$ cat config.mk
export PLATFORM = sky130hd
export DESIGN_NAME = mul_approx_seq
export DESIGN_NICKNAME = d
export VERILOG_FILES = /design/src/rtl/mul_approx_seq.sv
export SDC_FILE = /design/constraint.sdc
export NUM_CORES = 1
export LEC_CHECK = 0
export CAP_MARGIN = 20
export CORE_UTILIZATION = 45
export CTS_BUF_LIST = sky130_fd_sc_hd__clkbuf_8 sky130_fd_sc_hd__clkbuf_16
export DETAILED_ROUTE_END_ITERATION = 10
export PLACE_DENSITY = 0.63
export SLEW_MARGIN = 20
export SYNTH_ARGS = -nofsm -noshare
export SYNTH_HDL_FRONTEND = slang
export SYNTH_SLANG_ARGS = --single-unit
$ cat constraint.sdc
create_clock -name clk -period 5.83 [get_ports clk]
set_input_delay 0.583 -clock clk [delete_from_list [all_inputs] [get_ports clk]]
set_output_delay 0.583 -clock clk [all_outputs]
set_load 0.02 [all_outputs]
$ cat src/rtl/mul_approx_seq.sv
`default_nettype none
// ============================================================================
// mul_approx_seq : sequential shift-add multiplier with low-column truncation
//                  and half-LSB compensation, early exit on exhausted multiplier
// Revision 1.0
// ============================================================================
module mul_approx_seq #(
  parameter int W  = 8,
  parameter int TW = 4
) (
  input  logic             clk,
  input  logic             rst_n,
  input  logic [W-1:0]     a,
  input  logic [W-1:0]     b,
  input  logic [TW-1:0]    trunc,
  input  logic             in_valid,
  output logic             in_ready,
  output logic [2*W-1:0]   o,
  output logic             out_valid,
  input  logic             out_ready
);

  localparam int IW = (W > 1) ? $clog2(W) : 1;
  localparam int KW = $clog2(W + 1);

  typedef enum logic [1:0] {
    IDLE = 2'd0,
    BUSY = 2'd1,
    DONE = 2'd2
  } state_t;

  state_t          state;
  logic [W-1:0]    a_q;
  logic [W-1:0]    b_sh;
  logic [KW-1:0]   kc;
  logic [IW-1:0]   idx;
  logic [2*W-1:0]  acc;
  logic            nz;

  logic [KW-1:0]   kc_in;
  logic [KW-1:0]   kc_m1;
  logic [2*W-1:0]  addend;
  logic [2*W-1:0]  acc_sum;
  logic [2*W-1:0]  comp;

  // TW is wide enough to hold W, so the clamp fits into KW bits
  assign kc_in  = (trunc > TW'(W)) ? KW'(W) : KW'(trunc);
  assign kc_m1  = kc - KW'(1);
  assign addend = ({{W{1'b0}}, a_q} << idx) & ({(2*W){1'b1}} << kc);
  assign acc_sum = b_sh[0] ? (acc + addend) : acc;
  assign comp   = ((kc != '0) && nz) ? ({{(2*W-1){1'b0}}, 1'b1} << kc_m1) : '0;

  always_ff @(posedge clk or negedge rst_n) begin
    if (!rst_n) begin
      state     <= IDLE;
      in_ready  <= 1'b1;
      out_valid <= 1'b0;
      o         <= '0;
      a_q       <= '0;
      b_sh      <= '0;
      kc        <= '0;
      idx       <= '0;
      acc       <= '0;
      nz        <= 1'b0;
    end else begin
      case (state)
        IDLE: begin
          if (in_valid) begin
            a_q      <= a;
            b_sh     <= b;
            kc       <= kc_in;
            idx      <= '0;
            acc      <= '0;
            nz       <= (a != '0) && (b != '0);
            in_ready <= 1'b0;
            state    <= BUSY;
          end
        end
        BUSY: begin
          acc  <= acc_sum;
          b_sh <= b_sh >> 1;
          idx  <= idx + IW'(1);
          // Exit as soon as no set multiplier bits remain after this step
          if (b_sh[W-1:1] == '0) begin
            o         <= acc_sum + comp;
            out_valid <= 1'b1;
            state     <= DONE;
          end
        end
        DONE: begin
          if (out_ready) begin
            out_valid <= 1'b0;
            in_ready  <= 1'b1;
            state     <= IDLE;
          end
        end
        default: begin
          state <= IDLE;
        end
      endcase
    end
  end

endmodule
`default_nettype wire

### After elaboration in Yosys (flattened, before gate mapping)

Cells that the tools add are included.

| operators by class | value |
|---|---|
| $lt $le $gt $ge | 1 |
| reduce and logical (&&, ||, !) cells | 16 |
| bitwise gates (word level) | 1 |
| shift operators | 3 |
| mux-type cells | 19 |
| eq/ne operators | 5 |
| add/subtract/negate cells | 4 |

Operators with widths:

| cell | number |
|---|---|
| 16-bit two-way mux | 3 |
| 16-bit adder | 2 |
| 16-bit case mux with 2 select lines | 1 |
| 16-bit AND | 1 |
| 8-bit case mux with 2 select lines | 1 |
| 8-bit nonzero test | 2 |
| 1-bit by 4-bit left shift with 16-bit output (first input constant) | 1 |
| 16-bit by 4-bit left shift with 16-bit output (first input constant) | 1 |
| 8-bit by 3-bit left shift with 16-bit output | 1 |
| 3-bit AND reduction | 3 |
| 8-bit two-way mux | 1 |
| 7-bit zero test | 1 |
| 2-bit two-way mux | 3 |
| 2-bit inequality test (second input constant) | 3 |
| 2-bit case mux with 3 select lines | 1 |
| 3-bit case mux with 2 select lines | 1 |
| 2-bit AND reduction | 3 |
| 2-bit nonzero test | 3 |
| 4-bit > comparator (second input constant) | 1 |
| 1-bit two-way mux | 4 |
| 4-bit two-way mux | 1 |
| 1-bit case mux with 2 select lines | 2 |
| 4-bit nonzero test | 1 |
| 4-bit by 1-bit subtractor with 4-bit output (second input constant) | 1 |
| 6 further kinds | 7 |

| word-level totals | value |
|---|---|
| input port bits | 24 |
| word-level logic and storage cells | 59 |
| flip-flop bits (word level) | 60 |

### Depth between registers and ports, before layout

| depth | value |
|---|---|
| word-level depth | 5 |
| depth in mapped cells | 24 |

### Worst setup path before layout

OpenSTA, ideal clock, no wires.

| timing path | value |
|---|---|
| kind | register to register |
| start point | register kc[1] |
| end point | register o[15] |
| setup time | 0.076 ns |
| buffers on the path | 1 |
| slack | 1.118 ns |
| clock period less this slack | 4.712 ns |
| arrival time | 4.635 ns |
| cell stages (with the launch flop) | 25 |
| path through | dfrtp_1 clkbuf_1 or2_2 inv_1 ha_1 inv_1 nor4b_1 ha_1 inv_1 fa_1 nor2b_1 o21ai_1 a211oi_1 o31ai_1 a31oi_1 mux2i_1 nand2_1 ha_1 a21oi_1 o21ai_0 or4_1 nor2_1 a311oi_2 xor2_1 o21ai_1 |

| on the way | value |
|---|---|
| cells in the longest elaborated chain, start to end | 5 |
| elaborated cells on any way between the ends | 10 |
| those cells by class | add/sub (3); shift (2); mux (2); bitwise (1); reduce/logical (2) |

Ends and longest elaborated chain:

| element | line | RTL |
|---|---|---|
| from (decl) | 35 | `logic [KW-1:0] kc;` |
| from (signal assigned) | 71 | `kc <= kc_in;` |
| 16-bit by 4-bit left shift with 16-bit output | 49 | `assign addend = ({{W{1'b0}}, a_q} << idx) & ({(2*W){1'b1}} << kc);` |
| 16-bit AND | 49 |  |
| 16-bit adder | 50 | `assign acc_sum = b_sh[0] ? (acc + addend) : acc;` |
| 16-bit two-way mux | 50 |  |
| 16-bit adder * | 85 | `o <= acc_sum + comp;` |
| to (signal assigned) | 85 |  |
| to (decl) | 18 | `output logic [2*W-1:0] o,` |

Mark *: on every way between the ends. The rest lies on a longest branch, timed or not.
A chain may end at the register's enable or synchronous reset.

### Worst setup path after layout

Same ends and word-level chain as after synthesis.

==> metrics.csv <==
stage,metric,value,unit
run_status,status,completed,
logic_synthesis,combinational family with the most area after synthesis,simple AND/OR/NAND/NOR gates,
sta,Final Hold Viols,0,
cts,number of post-CTS setup repair buffers,0,
logic_synthesis,fraction of the mapped netlist area in simple logic gates,23.2,%
logic_synthesis,Yosys cell types,60,
power_and_ir_drop,sequential share of power,23.5,%
sta,Final Cycle Share,90.1,%
placed_design,placed insts,725,
global_routing,met3 GRT Util,5.20,%
logic_synthesis,Ys Warns,0,
die,row count,36,
detailed_routing,ANT nets after route,0,
logic_synthesis,#FFs+latches synth,60,
logic_synthesis,cell area after synthesis,4690,um^2
cells_and_area,final core occ,53.9,%
logic_synthesis,Post-Synth XOR/XNOR Area,4.48,%
die,width of the die,104,um
worst_setup_path,CP Max Fanout,14,
cts,# clock sinks,60,
logic_synthesis,Post-synth top flop,dfrtp_1,
cts,htree depth,3,
logic_synthesis,synthesized net count,633,
cts,worst-skew pair later-pin latency,0.36,ns
worst_setup_path,Setup CP Type,flip-flop to flip-flop,
power_and_ir_drop,Pleak,2.54,nW
placed_design,DP Wirelength,8730,um
power_and_ir_drop,Combinational Power Share,67.1,%
worst_setup_path,worst-path cell chain,or2_2 -> inv_1 -> ha_1 -> inv_1 -> nor4b_1 -> ha_1 -> inv_1 -> fa_1 -> nor2b_1 -> o21ai_1 -> a211oi_2 -> o31ai_1 -> a31oi_1 -> mux2i_1 -> nand2_1 -> ha_1 -> a21oi_1 -> o21ai_0 -> or4_1 -> nor2_1 -> a311oi_2 -> xor2_1 -> o21ai_1,
worst_setup_path,slowest CP cell,dfrtp_1,
global_routing,gr ovfl total,0,
detailed_routing,total routed wirelength,11900,um
cells_and_area,share of cells above drive strength 1,8.39,%
worst_setup_path,"Largest stage delay, worst path",0.53,ns
detailed_routing,WL per Instance,16.0,um
sta,"Slew Viols, Final",0,
cells_and_area,Syn-to-layout area delta,14.5,%
global_routing,M1 GR Usage,31.1,%
logic_synthesis,share of the synthesized area in the top cell type,31.5,%
sta,Finish-stage setup viols,0,
sta,worst clock skew,0.00910,ns
detailed_routing,vias per cell,5.60,
detailed_routing,Detailed Route Iter0 Violations,190,
global_routing,vias in the first global route,4079,
cts,CTS tree,built,
global_routing,antenna violations before repair,0,
logic_synthesis,"Avg Cell Area, Syn",8.20,um^2
power_and_ir_drop,power share of the clock group,9.4,%
logic_synthesis,"EDFF count, synth",0,
global_routing,largest net degree at the start of global routing,61,
logic_synthesis,Post-Syn Instances,572,
logic_synthesis,ys async rst share,100,%
worst_setup_path,CP Capture Type,flip-flop,
die,chip height,104,um
cts,CTS buffer count,9,
run,Max Cap Viol,0,
global_routing,"Most Used Layer, Global Route",met2,
logic_synthesis,post-synthesis compound-gate area fraction,20.1,%
power_and_ir_drop,sw frac,49.3,%
worst_setup_path,Startpoint Class,flip-flop,
detailed_routing,# DRC,0,
logic_synthesis,"Seq/Total Area, Yosys",32.0,%
sta,RSZ-0062 raised after global routing,false,
power_and_ir_drop,P_int,0.00170,W
sta,Worst Tran Pin Value,0.828,ns
detailed_routing,vias post-DR,4150,
sta,final worst path period need,5.25,ns
logic_synthesis,Adder-Cell Fraction of Synth Area,10.2,%
cells_and_area,# diodes,0,
cells_and_area,Nets,664,
worst_setup_path,WP data required,6.06,ns
die,Initial Utilization,47.1,%
global_routing,met2 Usage GRT,37.4,%
hold_path,worst hold path type,input port to asynchronous set/reset pin,
placed_design,PortBufs,41,
cells_and_area,Final Instance Count excl. Fillers,741,
power_and_ir_drop,VDD IR max,0.000293,V
worst_setup_path,Crit path arrival time,5.49,ns
detailed_routing,TritonRoute pass-1 iters,7,
logic_synthesis,"top cells by area, synth","dfrtp_1 31%, ha_1 9.3%, nand2_1 7.3%, o21ai_0 4.6%, mux2_2 4.3%",
die,core area,9950,um^2
global_routing,total track usage,23.4,%
die,die area,10800,um^2
global_routing,first-pass GRT wire length,20000,um
die,I/O pin cnt,42,
logic_synthesis,dominant cell type by area after synthesis,dfrtp_1,
power_and_ir_drop,Switch Pwr,0.00166,W
sta,Setup TNS Final,0,ns
logic_synthesis,mux cell area share after synthesis,6.03,%
cts,root buffer cell,clkbuf_8,
cts,clock tree buffer depth,2,
placed_design,gpl congestion,0.939,
sta,maximum clock frequency,0.190,GHz
sta,relative slew slack,44.6,%
power_and_ir_drop,Cell Pwr Density,626,nW/um^2
cts,"Reg clk slew, reported paths",0.07,ns
cell usage in the layout (no fill, tap or decap), types with 18 or more instances in the layout:
| cell type | netlist | final |
|---|---|---|
| a21oi_1 | 28 | 28 |
| dfrtp_1 | 59 | 59 |
| nand3_1 | 21 | 21 |
| nand2_1 | 91 | 91 |
| mux2_2 | 18 | 18 |
| inv_1 | 21 | 25 |
| o21ai_0 | 43 | 43 |
| nor2_1 | 49 | 49 |
| clkdlybuf4s50_1 | 0 | 40 |
| ha_1 | 35 | 35 |
worst max-delay path, delay by kind of cell (launching register included):
family | cells | cell delay [ns]
flops | 1 | 0.53
simple gates | 6 | 1.52
fa+ha+maj | 4 | 1.17
mux | 1 | 0.22
compound gates | 8 | 1.30
buf+inv | 3 | 0.21
xor+xnor | 1 | 0.16
kinds of logic (layout without fill, tap and decap cells):
kind of cell / Yosys count / in the layout
AND/OR/NAND/NOR: 229 / 229
AO/OA/AOI/OAI: 146 / 146
flip-flops: 60 / 60
buffers and inverters: 50 / 86
adder cells (fa/ha/maj): 37 / 37
multiplexers: 26 / 26
XOR/XNOR: 24 / 24
sequential cells by signal (all words and copies together), names as in the netlist:
register	cells
acc	16
o	16
a_q	8
b_sh	8
kc	4
idx	3
state	2
in_ready	1
nz	1
out_valid	1
per-stage QoR:
| step | hold slack, ns | power (W) | worst slack [ns] | instance area, um^2 |
|---|---|---|---|---|
| 6_report | 0.383 | 0.00336 | 0.575 | 5370 |
| 5_1_grt | 0.464 | 0.00368 | 0.119 | 5370 |
| 4_1_cts | 0.412 | 0.00336 | 0.528 | 5370 |
| 3_5_place_dp | 0.471 | 0.00303 | 0.529 | 5210 |
| 3_3_place_gp | 0.462 | 0.00299 | 0.765 | 5210 |
| 2_1_floorplan | 0.287 | 0.00246 | 1.12 | 4690 |
final timing paths:
| path | endpoint | depth (start not counted) | slack, ns | startpoint |
|---|---|---|---|---|
| worst max-delay path | o[15] | 23 | 0.58 | kc[1] |
| worst min-delay path | state[1] | 2 | 0.38 | rst_n |
| worst max register to register | o[15] | 23 | 0.58 | kc[1] |
| worst min register to register | o[10] | 2 | 0.48 | o[10] |
| max in group asynchronous | a_q[2] | 2 | 4.91 | rst_n |
| min in group clk | o[10] | 2 | 0.48 | o[10] |
metal layers:
metal | up-vias | part of all wire [%] | wire length [um]
met5 | - | 0 | 0
met4 | 0 | 1.9 | 223
met3 | 20 | 3.6 | 429
met2 | 93 | 45 | 5340
met1 | 1940 | 50 | 5890
li1 | 2097 | - | -
final cells by class:
type	count	area (um^2)
inverter	22	82.6
multi-input combinational	462	3010
timing repair buffer	48	458
fill	943	4580
clock inverter	7	30.0
sequential	60	1500
tap	133	166
clock buffer	9	124
synthesized netlist by cell type, types with 3 or more instances:
cell type / count
a21oi_1: 28
inv_1: 21
o21ai_0: 43
o211ai_1: 3
ha_1: 35
or3_1: 5
a21o_1: 12
a211oi_1: 5
xor2_1: 13
and3_1: 6
nand3_1: 21
o22ai_1: 5
mux2i_1: 8
nor2b_1: 6
xnor2_1: 11
o21a_1: 4
nor3_1: 9
nand2_1: 91
o31ai_1: 5
or2_2: 4
nand3b_1: 3
o21bai_1: 4
a22o_1: 6
a211o_1: 4
nand4_1: 3
dfrtp_1: 59
clkbuf_1: 27
nor4_1: 4
nor3b_1: 4
nand2b_1: 11
and2_1: 4
nor2_1: 49
a31oi_1: 7
mux2_2: 18
o21ai_1: 4
timing repair:
item,4_1_cts,5_1_grt
endpoints found under the hold margin,0,0
setup endpoints to repair,0,1
gates resized for setup,0,1
hold buffers,0,0
power by group through the flow:
stage	combinational (W)	clock [W]	sequential [W]
after floorplan	0.00171	0	0.000749
after global placement	0.00220	0	0.000788
after detailed placement	0.00223	0	0.000795
after CTS	0.00224	0.000327	0.000790
after global routing	0.00252	0.000341	0.000821
final	0.00225	0.000316	0.000791
No activity file was read; power rests on OpenSTA's default activity.
